$ cat src/rtl/sub_unit_arbiter_pkg.sv
// Shared types for the subtract-unit arbiter.
// Width, FSM states and signed overflow rule.
package sub_pkg;

  localparam int DATA_W = 16;

  typedef enum logic [1:0] {
    IDLE = 2'd0,
    EXEC = 2'd1,
    RESP = 2'd2
  } state_t;

  function automatic logic sub_ovf(
    input logic [DATA_W-1:0] a,
    input logic [DATA_W-1:0] b,
    input logic [DATA_W-1:0] d
  );
    return (a[DATA_W-1] != b[DATA_W-1]) &&
           (d[DATA_W-1] != a[DATA_W-1]);
  endfunction

endpackage

$ cat src/rtl/sub_unit_arbiter_subtractor.sv
// Shared 16-bit subtract datapath.
// diff = a + ~b + 1, plus signed overflow flag.
module subtractor_16bit
  import sub_pkg::*;
(
  input  logic [DATA_W-1:0] a,
  input  logic [DATA_W-1:0] b,
  output logic [DATA_W-1:0] diff,
  output logic              ovf
);

  // two's complement subtract and overflow detect
  always_comb begin
    diff = a + ~b + 16'd1;
    ovf  = sub_ovf(a, b, diff);
  end

endmodule

$ cat src/rtl/sub_unit_arbiter.sv
// Two-requester arbiter around one shared subtractor.
// One op in flight; operands and result registered.
module sub_unit_arbiter
  import sub_pkg::*;
#(
  parameter int EXEC_CYCLES = 1,
  parameter bit RR_ENABLE   = 1'b1
) (
  input  logic              clk,
  input  logic              rst,
  input  logic [1:0]        req_valid,
  input  logic [DATA_W-1:0] req_a0,
  input  logic [DATA_W-1:0] req_b0,
  input  logic [DATA_W-1:0] req_a1,
  input  logic [DATA_W-1:0] req_b1,
  output logic [1:0]        req_ready,
  output logic              resp_valid,
  input  logic              resp_ready,
  output logic              resp_id,
  output logic [DATA_W-1:0] resp_diff,
  output logic              resp_overflow,
  output logic              busy
);

  state_t state, state_nx;

  logic [3:0]        cnt;
  logic              rr_last;
  logic              win;
  logic              accept;
  logic [DATA_W-1:0] op_a, op_b;
  logic              op_id;
  logic [DATA_W-1:0] res_diff;
  logic              res_ovf;
  logic              res_id;
  logic [DATA_W-1:0] sub_d;
  logic              sub_o;

  subtractor_16bit u_sub (
    .a    (op_a),
    .b    (op_b),
    .diff (sub_d),
    .ovf  (sub_o)
  );

  // winner select: lone requester, else RR or fixed priority
  always_comb begin
    win = 1'b0;
    unique case (req_valid)
      2'b10:   win = 1'b1;
      2'b11:   win = RR_ENABLE ? ~rr_last : 1'b0;
      default: win = 1'b0;
    endcase
  end

  // next state and accept pulse
  always_comb begin
    state_nx  = state;
    accept    = 1'b0;
    req_ready = 2'b00;
    unique case (state)
      IDLE: begin
        if (|req_valid && !rst) begin
          accept    = 1'b1;
          req_ready = win ? 2'b10 : 2'b01;
          state_nx  = EXEC;
        end
      end
      EXEC: begin
        if (cnt == 4'd1) state_nx = RESP;
      end
      RESP: begin
        if (resp_ready) state_nx = IDLE;
      end
      default: state_nx = IDLE;
    endcase
  end

  // state, operand, counter and result registers
  always_ff @(posedge clk) begin
    if (rst) begin
      state    <= IDLE;
      cnt      <= '0;
      rr_last  <= 1'b1;
      op_a     <= '0;
      op_b     <= '0;
      op_id    <= 1'b0;
      res_diff <= '0;
      res_ovf  <= 1'b0;
      res_id   <= 1'b0;
    end else begin
      state <= state_nx;
      if (accept) begin
        op_a    <= win ? req_a1 : req_a0;
        op_b    <= win ? req_b1 : req_b0;
        op_id   <= win;
        cnt     <= 4'(EXEC_CYCLES);
        rr_last <= win;
      end
      if (state == EXEC) begin
        cnt <= cnt - 4'd1;
        if (cnt == 4'd1) begin
          res_diff <= sub_d;
          res_ovf  <= sub_o;
          res_id   <= op_id;
        end
      end
    end
  end

  assign resp_valid    = (state == RESP);
  assign resp_id       = res_id;
  assign resp_diff     = res_diff;
  assign resp_overflow = res_ovf;
  assign busy          = (state != IDLE);

endmodule

$ cat config.mk
export PLATFORM = sky130hd
export DESIGN_NAME = sub_unit_arbiter
export DESIGN_NICKNAME = d
export VERILOG_FILES = /design/src/rtl/sub_unit_arbiter_pkg.sv /design/src/rtl/sub_unit_arbiter_subtractor.sv /design/src/rtl/sub_unit_arbiter.sv
export SDC_FILE = /design/constraint.sdc
export NUM_CORES = 1
export LEC_CHECK = 0
export ABC_AREA = 1
export CORE_MARGIN = 2
export CORE_UTILIZATION = 44
export CTS_BUF_LIST = sky130_fd_sc_hd__clkbuf_16
export DETAILED_ROUTE_END_ITERATION = 8
export PLACE_DENSITY = 0.8
export SLEW_MARGIN = 30
export SYNTH_ARGS = -nofsm -noshare
export SYNTH_HDL_FRONTEND = slang
export SYNTH_SLANG_ARGS = --single-unit
$ cat constraint.sdc
create_clock -name clk -period 1.7 [get_ports clk]
set_input_delay 0.34 -clock clk [delete_from_list [all_inputs] [get_ports clk]]
set_output_delay 0.34 -clock clk [all_outputs]
set_load 0.02 [all_outputs]
-- Word-level counts from Yosys, hierarchy flattened
Cells that the tools add are included.
Widths: inputs -> output; s select.
- bits of input ports: 69
- register bits after elaboration: 58
- output and inout port bits: 22
- word-level logic and storage cells: 47
- bitwise gates (word level): 2
- equality and inequality tests: 10
- add/sub/neg operators: 3
- reductions and logical operators: 9
- multiplexer cells: 14
- operator list (operator ; count):
    $mux 16 ; 2
    $add 16x1->16 const B ; 1
    $add 16x16->16 ; 1
    $not 16->16 ; 1
    $mux 2 ; 6
    $mux 4 ; 2
    $eq 2x2->1 const B ; 3
    $pmux 2 s3 ; 1
    $eq 4x1->1 const B ; 1
    $ne 2x2->1 const B ; 2
    $reduce_bool 2->1 ; 2
    $sub 4x1->4 const B ; 1
    $reduce_and 3->1 ; 1
    $eq 2x1->1 const B ; 1
    $logic_and 1x1->1 ; 2
    $logic_not 2->1 ; 1
    $mux 1 ; 2
    $ne 1x1->1 ; 2
    $ne 2x1->1 const B ; 1
    $pmux 1 s2 ; 1
    $reduce_and 2->1 ; 1
    $reduce_or 2->1 ; 1
    $logic_not 1->1 ; 1
    $not 1->1 ; 1

-- Logic depth before layout (Yosys ltp)
Gate-level depths: netlist of the first run.
- depth in word-level cells: 6
- depth in mapped cells: 13
- mapped depth without buffers: 13

-- Cells and area by module
A second synthesis of the first run with hierarchy kept.
- cell total of the unflattened synthesis: 588
- area total of the unflattened synthesis: 3677.3 um^2
- by module, submodules not included (module ; area an instance (um^2) ; seq. area each (um^2) ; cells each ; times used):
    sub_unit_arbiter ; 2660.1 ; 1161.1 ; 385 ; 1
    subtractor_16bit ; 1017.2 ; 0.0 ; 203 ; 1

-- Least setup slack after synthesis of the first run
OpenSTA, ideal clock, no wires.
- path kind: register to register
- from: register op_a[0]
- to: register res_diff[8], in the netlist resp_diff[8]
- buffers on the path: 0
- path slack: -0.024 ns
- cell stages (with the launch flop): 12
- clock period less this slack: 1.724 ns
- setup time: 0.056 ns
- data required time: 1.644 ns
- arrival: 1.668 ns
- path through: dfxtp_1 > inv_1 > ha_1 > fa_1 > inv_1 > nand3_1 > nand3_1 > a21oi_1 > or2_2 > nand3_1 > nand2_1 > inv_1
- cells in the longest elaborated chain, start to end: 2
- ends and longest elaborated chain (item ; RTL line ; source):
    start: declaration ; sub_unit_arbiter.sv:31 ; logic [DATA_W-1:0] op_a, op_b;
    start signal: assignment ; sub_unit_arbiter.sv:94 ; op_a <= win ? req_a1 : req_a0;
    $add 16x16->16 ; sub_unit_arbiter_subtractor.sv:14 ; diff = a + ~b + 16'd1;
    $add 16x1->16 ; sub_unit_arbiter_subtractor.sv:14 ;
    end signal: assignment ; sub_unit_arbiter.sv:103 ; res_diff <= sub_d;
    end: declaration ; sub_unit_arbiter.sv:33 ; logic [DATA_W-1:0] res_diff;
No other way between the ends.
A chain may end at the register's enable or synchronous reset.

-- Final worst setup path of the first run
- from: register state[1]
- to: output req_ready[1]
- cells in the longest elaborated chain, start to end: 2
- ends and longest elaborated chain (item ; RTL line ; source):
    start: declaration ; sub_unit_arbiter.sv:25 ; state_t state, state_nx;
    start signal: assignment ; sub_unit_arbiter.sv:92 ; state <= state_nx;
    $logic_not 2->1 ; sub_unit_arbiter.sv:61 ; unique case (state)
    $mux 2 ; sub_unit_arbiter.sv:61 ;
    end: declaration ; sub_unit_arbiter.sv:16 ; output logic [1:0] req_ready,
No other way between the ends.

==> flow_metrics.py, run 1 <==
metrics = {
    "setup_path": {
        "max_stage_delay_ps": 310,
        "critical_path.max_fanout": 2,
        "worst_ep_required_time_ps": 1360,
        "worstSetupEndpointType": "output pin",
        "cp_slowest_cell": "dfxtp_1",
        "path_class": "reg -> out",
        "start_kind": "flip-flop",
        "worstPathCellList": "or2_4 > nor2_4 > nand2_4 > buf_4 > nor2_8 > buf_6",
        "worstPathArrival_ps": 1450,
    },
    "cts": {
        "cts_buffer_depth": 2,
        "cts_tree": "yes",
        "clock_sinks": 58,
        "clock-root-buffer": "clkbuf_16",
        "cts_made_buffers": 9,
        "path_clk_slew_ps": 50,
        "clock_latency_ps": 320,
        "hold_buffers": 0,
        "cts_max_level": 3,
    },
    "global_routing": {
        "grt_max_degree": 47,
        "grt.total_usage": 0.2111,
        "grt.overflow.total": 0,
        "grt_pass1_wl_mm": 14.39,
        "grt_pass1_vias": 3341,
        "antenna_found_initial": 0,
    },
    "detailed_routing": {
        "first_pass_iters": 5,
        "vias": 3659,
        "drtIter0Drc": 229,
        "antenna_left": 0,
        "vias_per_cell": 5.019,
        "routed_wirelength_mm": 9.585,
        "drc_errors": 0,
        "routedWlPerCell_um": 13.15,
    },
    "yosys": {
        "synth_area_um2": 3349,
        "synthAdderAreaFrac": 0.06948,
        "ys_ff_latch": 58,
        "syn_inst": 521,
        "synth_area_per_cell_um2": 6.429,
        "synth-xor-area-share": 0.007845,
        "synthMuxAreaShare": 0,
        "yosysUniqueCellTypes": 29,
        "yosys.area_share.simple": 0.3317,
        "synth_seq_area_share": 0.3467,
        "synth-compound-area-share": 0.1236,
        "yosys_warnings": 0,
        "synth_top_family_by_area": "simple AND/OR/NAND/NOR gates",
        "synth.net_count": 608,
    },
    "timing": {
        "finalCritPeriodShare": 1.055,
        "worst_pin_slew_ps": 470.8,
        "setup_slack_ps": -93.48,
        "max_freq_mhz": 557.6,
        "slew_headroom": 0.6861,
        "finalSetupViolCount": 5,
        "rsz0062_at_grt": "true",
        "clock_skew_ps": 5.379,
        "hold_viol": 0,
        "maxSlewViolCount": 0,
        "fin_crit_ps": 1793,
        "holdWs_ps": 469.3,
        "setup_tns_ps": -194.6,
    },
    "final_layout": {
        "multi_input_area_um2": 2101,
        "postLayoutCoreUtil": 0.6940,
        "nFillCells": 555,
        "register_area_um2": 1166,
        "antennaDiodeCount": 0,
        "nets": 712,
        "instances_no_fill": 729,
        "area_growth_pct": 51.89,
        "drive_gt1_frac": 0.1714,
    },
    "min_path": {
        "min_path_type": "reg -> reg",
    },
    "power_and_ir_drop": {
        "p_int_mw": 4.058,
        "switchingPower_mw": 2.351,
        "p_leak_nw": 2.253,
        "peakVddDrop_v": 0.0006187,
        "fin_total_pwr_mw": 6.409,
        "p_seq_frac": 0.267,
        "powerDensity_nw_per_um2": 1260,
        "p_sw_frac": 0.3669,
        "comb_power_share": 0.444,
        "clockPowerShare": 0.289,
    },
    "floorplan": {
        "ios": 91,
        "fp.dieW_um": 91.25,
        "start_util": 0.4569,
        "fp.dieArea_um2": 8327,
        "rows": 31,
        "core_area_um2": 7331,
        "die_y_um": 91.25,
    },
    "job": {
        "maxCapViolations": 0,
    },
    "placement": {
        "portBuffers": 90,
        "gp_congestion": 0.8972,
        "placedCellCount": 710,
        "dp_hpwl_mm": 6.379,
    },
    "outcome": {
        "status": "finished with violations",
        "violations": "negative setup slack",
    },
}
per-layer routing:
metal	vias up	track usage	wire length [µm]
met5	-	0	0
met4	0	0.09217	309
met3	27	0.03734	507
met2	133	0.3525	4621
met1	1648	0.2665	4147
li1	1851	-	-
critical path: cells and delay by family, from the launching register on:
family        cells  cell delay, ps
buf+inv           2             280
flops             1             310
simple gates      4             550
synth_stat cells, drive strengths merged:
| master | count | area share |
|---|---|---|
| dfxtp | 58 | 0.35 |
| buf | 11 | 0.021 |
| o32ai | 1 | 0.0026 |
| o21ai | 12 | 0.018 |
| fa | 1 | 0.0060 |
| nor4 | 1 | 0.0019 |
| a31oi | 31 | 0.058 |
| a21oi | 19 | 0.032 |
| nor2 | 44 | 0.056 |
| o211ai | 4 | 0.0090 |
| a211oi | 2 | 0.0045 |
| ha | 17 | 0.064 |
| nand3 | 25 | 0.037 |
| or2 | 3 | 0.0064 |
| xor2 | 2 | 0.0052 |
| inv | 82 | 0.092 |
| nor3 | 3 | 0.0045 |
| clkbuf | 7 | 0.0078 |
| xnor2 | 1 | 0.0026 |
| nand4 | 3 | 0.0056 |
| nand2 | 194 | 0.22 |
through the flow:
stage               setup slack, ps  cell area [µm²]
floorplan                     4.353             3354
global placement             -600.9             4431
detailed placement           -627.2             4431
CTS                          -95.16             4765
global route                 -152.2             5087
finish                       -93.48             5087
placed cells by master, fill, tap and decap left out, types with 5 or more instances in the layout:
cell type,Yosys,final
a31oi_1,31,31
buf_6,3,5
nand3_2,0,8
o21ai_0,11,11
nor2_1,42,37
inv_1,82,76
nor2_2,0,5
nand2_2,0,9
dfxtp_1,58,54
ha_4,0,10
nand3_1,25,15
clkbuf_16,0,9
nand2_1,193,182
inv_2,0,6
a21oi_2,0,8
buf_4,0,17
a21oi_1,18,10
clkdlybuf4s50_1,0,84
repair_timing:
| item | 4_1_cts | 5_1_grt |
|---|---|---|
| pin swaps | 1 | 13 |
| endpoints found under the setup margin | 17 | 37 |
| setup buffers | 1 | 3 |
| resized for setup | 23 | 69 |
flip-flops by register name (all words and copies together), names as in the netlist, 2 cells and up:
name       cells
cnt            4
op_a          16
op_b          16
resp_diff     16
state          2
power groups by stage:
stage          clock [mW]  sequential, mW  combinational (mW)
2_1_floorplan           0            1.79                1.45
6_report             1.85            1.71                2.84
5_1_grt              1.94            1.74                3.12
4_1_cts              1.87            1.70                2.34
3_3_place_gp            0            1.71                2.25
3_5_place_dp            0            1.72                2.31
cells by family after synthesis:
kind of cell    count (synthesis)
simple gates                  273
buf+inv                       100
compound gates                 69
flops                          58
fa+ha+maj                      18
xor+xnor                        3
worst paths after layout:
kind / slack (ps) / cells after the start / end / start
worst max-delay path: -90 / 6 / req_ready[1] / state[1]
worst min-delay path: 470 / 1 / cnt[3] / cnt[3]
worst max register to register: -10 / 7 / op_a[11] / state[1]
worst min register to register: 470 / 1 / cnt[3] / cnt[3]
layout make-up:
| cell class | instances | area share |
|---|---|---|
| Multi-Input combinational cell | 363 | 0.4129 |
| Timing Repair Buffer | 111 | 0.2122 |
| Tap cell | 99 | 0.02435 |
| Clock buffer | 9 | 0.04427 |
| Sequential cell | 58 | 0.2292 |
| Clock inverter | 7 | 0.01648 |
| Inverter | 82 | 0.06050 |
No activity file was read; power rests on OpenSTA's default activity.
==> run 2: changes to the inputs <==
--- a/config.mk
+++ b/config.mk
@@ -7,10 +7,11 @@
 export LEC_CHECK = 0
 export ABC_AREA = 1
 export CORE_MARGIN = 2
-export CORE_UTILIZATION = 44
+export CORE_UTILIZATION = 57
 export CTS_BUF_LIST = sky130_fd_sc_hd__clkbuf_16
 export DETAILED_ROUTE_END_ITERATION = 8
-export PLACE_DENSITY = 0.8
+export DONT_BUFFER_PORTS = 1
+export PLACE_DENSITY = 0.78
 export SLEW_MARGIN = 30
 export SYNTH_ARGS = -nofsm -noshare
 export SYNTH_HDL_FRONTEND = slang
==> run 2 against run 1 <==
Against the previous run: the run still ends with negative setup slack left; utilization increased by 4.0 points; flip-flop and latch count unchanged; maximum frequency decreased by 0.19%; sequential share of layout area increased by 5.6 points; final area decreased by 20%; first-iteration DRC count decreased by 14%; worst hold slack got worse by 370 ps; global-route usage increased by 6.8 points; power decreased by 11%; largest cell class unchanged; highest routed layer unchanged.
==> flow_metrics.py, run 2 (synthesis gave the netlist of run 1 again) <==
metrics = {
    "setup_path": {
        "path_buf_inv": 1,
        "worstPathCellList": "or2_4 > nor2_4 > nand2_4 > a21oi_4 > buf_12",
        "start_kind": "flip-flop",
        "crit_family": "simple AND/OR/NAND/NOR gates",
        "cp-startpoint": "state[1]",
        "worstPathArrival_ps": 1460,
        "worst-path-stages": 5,
        "max_stage_delay_ps": 320,
        "rrSetupSlack_ps": -50,
        "worst_ep_required_time_ps": 1360,
        "worstSetupEndpointType": "output pin",
        "reg2reg_depth": 9,
        "cp_slowest_cell": "dfxtp_2",
        "setup.worst_path.end": "req_ready[0]",
        "timing.rr.start": "state[1]",
        "crit-reg2reg-capture": "op_b[10]",
        "critical_path.max_fanout": 7,
        "path_class": "reg -> out",
    },
    "timing": {
        "finalCritPeriodShare": 1.057,
        "finalSetupViolCount": 15,
        "setup_slack_ps": -96.96,
        "maxSlewViolCount": 0,
        "max_freq_mhz": 556.5,
        "worst_pin_slew_ps": 455.3,
        "rsz0062_at_grt": "true",
        "hold_viol": 0,
        "fin_crit_ps": 1797,
        "clock_skew_ps": 9.243,
        "slew_headroom": 0.6953,
    },
    "outcome": {
        "status": "finished with violations",
        "violations": "negative setup slack",
    },
    "min_path": {
        "min_path_type": "in -> reg",
    },
    "global_routing": {
        "antenna_found_initial": 0,
        "grt_max_degree": 48,
        "grt_pass1_vias": 2972,
        "grt.total_usage": 0.2796,
        "grt.overflow.total": 0,
        "grt_pass1_wl_mm": 13.92,
    },
    "power_and_ir_drop": {
        "switchingPower_mw": 2.129,
        "comb_power_share": 0.387,
        "powerDensity_nw_per_um2": 1396,
        "p_leak_nw": 1.905,
        "peakVddDrop_v": 0.0007817,
        "p_sw_frac": 0.3730,
        "p_int_mw": 3.579,
        "clockPowerShare": 0.293,
        "p_seq_frac": 0.320,
    },
    "floorplan": {
        "rows": 27,
        "fp.dieArea_um2": 6505,
        "ios": 91,
        "fp.dieW_um": 80.66,
        "core_area_um2": 5574,
        "die_y_um": 80.66,
        "start_util": 0.6009,
    },
    "detailed_routing": {
        "antenna_left": 0,
        "routed_wirelength_mm": 8.683,
        "first_pass_iters": 5,
        "vias_per_cell": 5.357,
        "routedWlPerCell_um": 14.16,
        "drc_errors": 0,
        "drtIter0Drc": 196,
        "vias": 3284,
    },
    "cts": {
        "clock-root-buffer": "clkbuf_16",
        "path_clk_slew_ps": 50,
        "cts_buffer_depth": 2,
        "clock_latency_ps": 320,
        "cts_made_buffers": 9,
        "cts_tree": "yes",
        "cts_max_level": 3,
        "clock_sinks": 58,
        "hold_buffers": 0,
    },
    "final_layout": {
        "instances_no_fill": 613,
        "drive_gt1_frac": 0.1516,
        "finalInstanceArea_um2": 4089,
        "mostFrequentLayoutCells": "nand2_1, inv_1, dfxtp_1, nor2_1, a31oi_1",
        "antennaDiodeCount": 0,
        "area_growth_pct": 22.08,
        "final_common_cell": "nand2_1",
        "nets": 625,
    },
    "placement": {
        "portBuffers": 0,
        "dp_hpwl_mm": 5.941,
        "place_ws_ps": -62.92,
        "placedCellCount": 592,
        "gp_congestion": 0.9486,
        "place_area_um2": 3501,
    },
    "job": {
        "maxCapViolations": 0,
    },
}
-- run 2: how the worst min path moves through the flow --
stage / start / to / slack [ps] / depth (start not counted)
after floorplan: rr_last / rr_last / 440 / 2
after global placement: rst / state[1] / 420 / 1
after detailed placement: rst / state[1] / 420 / 1
after CTS: rst / state[1] / 80 / 1
after global routing: rst / state[1] / 70 / 1
final: rst / cnt[3] / 100 / 1
-- run 2: what timing repair did --
| item | 4_1_cts | 5_1_grt |
|---|---|---|
| gates cloned | 2 | 0 |
| pin swaps | 2 | 6 |
| endpoints found under the setup margin | 10 | 33 |
| buffers inserted | 5 | 0 |
| hold endpoints to repair | 0 | 0 |
| gates resized for setup | 7 | 40 |
-- run 2: per-layer routing --
| layer | part of all wire | wire length (µm) | vias up | GRT usage |
|---|---|---|---|---|
| li1 | - | - | 1673 | - |
| met1 | 0.47 | 4093 | 1493 | 0.3834 |
| met2 | 0.46 | 3979 | 109 | 0.4433 |
| met3 | 0.057 | 496 | 9 | 0.04944 |
| met4 | 0.013 | 114 | 0 | 0.09153 |
| met5 | 0 | 0 | - | 0 |
-- run 2: power by group through the flow --
stage / registers, mW / clock network, mW / logic (mW)
after floorplan: 1.79 / 0 / 1.45
after CTS: 1.81 / 1.69 / 1.99
final: 1.83 / 1.67 / 2.21
after detailed placement: 1.84 / 0 / 1.85
after global routing: 1.86 / 1.75 / 2.48
after global placement: 1.82 / 0 / 1.82
-- run 2: final cells by class --
class	instances	area, µm²
clock buffers	9	225.2
inverters	82	307.8
clock inverters	5	47.55
flip-flops and latches	58	1167
well taps	72	90.09
multi-input cells	363	1984
repair buffers	24	266.5
fillers	453	1485
-- run 2: stage by stage --
stage / hold slack [ps] / total power, mW / setup TNS, ps / util
floorplan: 436.8 / 3.238 / 0 / -
global placement: 416.4 / 3.641 / -19.88 / 0.6281
detailed placement: 418.7 / 3.684 / -93.39 / 0.6281
CTS: 79.79 / 5.498 / -345.8 / 0.6988
global route: 73.96 / 6.090 / -2098 / 0.7336
finish: 95.45 / 5.708 / -645.2 / 0.7336
-- run 2: worst reg2reg max path: stages, from the launching register on --
cell	delay [ps]
dfxtp_2	320
or2_4	260
nor2_4	110
nand2_4	100
a21oi_4	170
buf_4	150
buf_4	110
bufbuf_16	270
nand2_1	50
a31oi_1	120
==> run 3: changes to the inputs <==
--- a/config.mk
+++ b/config.mk
@@ -7,12 +7,13 @@
 export LEC_CHECK = 0
 export ABC_AREA = 1
 export CORE_MARGIN = 2
-export CORE_UTILIZATION = 57
+export CORE_UTILIZATION = 58
 export CTS_BUF_LIST = sky130_fd_sc_hd__clkbuf_16
 export DETAILED_ROUTE_END_ITERATION = 8
 export DONT_BUFFER_PORTS = 1
-export PLACE_DENSITY = 0.78
+export PLACE_DENSITY = 0.79
 export SLEW_MARGIN = 30
 export SYNTH_ARGS = -nofsm -noshare
 export SYNTH_HDL_FRONTEND = slang
+export SYNTH_HIERARCHICAL = 1
 export SYNTH_SLANG_ARGS = --single-unit
==> run 3 against run 2 <==
Against the previous run: the run now ends clean; synthesized area grew 9.8%; highest routed layer unchanged; maximum frequency increased by 6.0%; global-route usage fell by 1.3 points; critical endpoint is now resp_diff[12]; largest power group unchanged.
==> flow_metrics.py, run 3 <==
metrics = {
    "yosys": {
        "yosys_warnings": 6,
        "synth_largest_area_cell": "dfxtp_1",
        "async_flop_share": 0,
        "ys_ff_latch": 58,
        "synthTopCellsByCount": "nand2_1, inv_1, dfxtp_1",
        "syn_inst": 588,
        "synth.most_common_cell": "nand2_1",
        "synth.net_count": 675,
        "synth_area_leaders": "dfxtp_1, nand2_1, inv_1",
        "synth_area_um2": 3677,
        "synth_edf_count": 0,
        "yosysTopAreaCellShare": 0.3158,
        "synth_seq_area_share": 0.3158,
        "synthFlopType": "dfxtp_1",
        "yosysUniqueCellTypes": 32,
        "synth_area_per_cell_um2": 6.254,
    },
    "cts": {
        "clock_latency_ps": 320,
        "hold_buffers": 0,
        "cts_max_level": 3,
        "clock_sinks": 58,
        "cts_made_buffers": 9,
        "path_clk_slew_ps": 50,
        "cts_buffer_depth": 2,
        "clock-root-buffer": "clkbuf_16",
        "cts_tree": "yes",
    },
    "final_layout": {
        "drive_gt1_frac": 0.2310,
        "final_common_cell": "nand2_1",
        "antennaDiodeCount": 0,
        "nFillCells": 526,
        "mostFrequentLayoutCells": "nand2_1, inv_1, dfxtp_1, nand3_1, nor2_1",
        "area_growth_pct": 21.06,
        "postLayoutCoreUtil": 0.7133,
        "nets": 688,
        "finalInstanceArea_um2": 4452,
        "register_area_um2": 1172,
        "multi_input_area_um2": 2399,
    },
    "power_and_ir_drop": {
        "p_sw_frac": 0.3948,
        "p_leak_nw": 2.138,
        "comb_power_share": 0.431,
        "clockPowerShare": 0.272,
        "p_int_mw": 3.763,
        "peakVddDrop_v": 0.0008954,
        "powerDensity_nw_per_um2": 1397,
        "switchingPower_mw": 2.455,
        "p_seq_frac": 0.297,
    },
    "min_path": {
        "holdPathStages": 1,
        "min_path_type": "in -> reg",
    },
    "global_routing": {
        "grt.total_usage": 0.2661,
        "grt.overflow.total": 0,
        "grt_pass1_wl_mm": 15.29,
        "grt_max_degree": 36,
        "grt_pass1_vias": 3427,
        "antenna_found_initial": 0,
    },
    "setup_path": {
        "worstPathCellList": "inv_2 > ha_4 > fa_2 > inv_2 > nand3_2 > nand3_4 > nand3_2 > nand3_1 > nand2_1 > nand2_1 > o21ai_2 > nor2_1",
        "start_kind": "flip-flop",
        "reg2reg_depth": 12,
        "path_class": "reg -> reg",
        "worst_ep_required_time_ps": 1950,
        "critical_path.max_fanout": 3,
        "cp_slowest_cell": "fa_2",
        "max_stage_delay_ps": 390,
        "worstPathArrival_ps": 1950,
        "worstSetupEndpointType": "flip-flop",
    },
    "timing": {
        "maxSlewViolCount": 0,
        "finalCritPeriodShare": 0.9975,
        "slew_headroom": 0.6668,
        "fin_crit_ps": 1696,
        "hold_viol": 0,
        "finalSetupViolCount": 0,
        "rsz0062_at_grt": "true",
        "worst_pin_slew_ps": 499.2,
        "max_freq_mhz": 589.7,
        "clock_skew_ps": 8.020,
        "setup_tns_ps": 0,
    },
    "floorplan": {
        "core_area_um2": 6241,
        "rows": 29,
        "die_y_um": 83.63,
        "fp.dieArea_um2": 6993,
        "fp.dieW_um": 83.63,
        "start_util": 0.5892,
        "ios": 91,
    },
    "placement": {
        "portBuffers": 0,
        "place_area_um2": 3796,
        "gp_congestion": 0.9498,
        "dp_hpwl_mm": 6.488,
    },
    "detailed_routing": {
        "vias_per_cell": 5.331,
        "first_pass_iters": 5,
        "routed_wirelength_mm": 9.356,
        "drc_errors": 0,
        "antenna_left": 0,
        "routedWlPerCell_um": 13.70,
        "vias": 3641,
        "drtIter0Drc": 191,
    },
    "job": {
        "maxCapViolations": 0,
    },
    "outcome": {
        "status": "finished, final reports clean",
    },
}
==> run 3: layer usage <==
layer | routed length, µm | up-vias | global-route usage
met5 | 0 | - | 0
met4 | 189 | 0 | 0.09531
met3 | 624 | 18 | 0.06726
met2 | 4490 | 135 | 0.4400
met1 | 4051 | 1641 | 0.3366
li1 | - | 1847 | -
==> run 3: path summary, 6_finish.rpt <==
path / startpoint / to / slack, ps
max reg2reg: op_a[0] / resp_diff[12] / 4
min: rst / op_b[1] / 80
min reg2reg: op_b[5] / op_b[5] / 460
max: op_a[0] / resp_diff[12] / 4
==> run 3: worst max-delay path: cells and delay by family, from the launching register on <==
family | cells | cell delay [ps]
simple gates | 7 | 570
flops | 1 | 330
compound gates | 1 | 50
buf+inv | 2 | 120
fa+ha+maj | 2 | 550
==> run 3: area by class of cell <==
type	count	area share
clock buffers	9	0.05059
clock inverters	7	0.01237
multi-input cells	430	0.5388
repair buffers	27	0.04722
well taps	77	0.02164
inverters	75	0.06605
flip-flops and latches	58	0.2633
==> run 3: power groups by stage <==
stage	logic (mW)	clock network (mW)	registers (mW)
6_report	2.68	1.69	1.85
5_1_grt	2.99	1.77	1.87
4_1_cts	2.27	1.71	1.83
3_5_place_dp	2.15	0	1.85
3_3_place_gp	2.10	0	1.84
2_1_floorplan	1.72	0	1.81
==> run 3: cells by family (layout without fill, tap and decap cells) <==
group | Yosys count | count (layout) | synth area share
compound gates | 70 | 70 | 0.09732
xor+xnor | 7 | 7 | 0.01667
buf+inv | 100 | 118 | 0.1228
fa+ha+maj | 18 | 18 | 0.06329
simple gates | 335 | 335 | 0.3841
flops | 58 | 58 | 0.3158
==> run 3: what timing repair did <==
action	in CTS	in global routing
resized for setup	21	68
buffers inserted	0	3
pin swaps	4	34
endpoints found under the setup margin	12	14
gates cloned	0	0
==> run 3: stage by stage <==
step / cells / setup WS, ps / hold WS, ps / total power, mW
global route: 683 / -131.8 / 66.70 / 6.632
global placement: 664 / -63.60 / 411.8 / 3.943
detailed placement: 664 / -81.99 / 414.6 / 4.001
floorplan: 588 / 4.662 / 444.5 / 3.527
finish: 683 / 4.237 / 75.17 / 6.217
CTS: 680 / 7.792 / 73.90 / 5.809
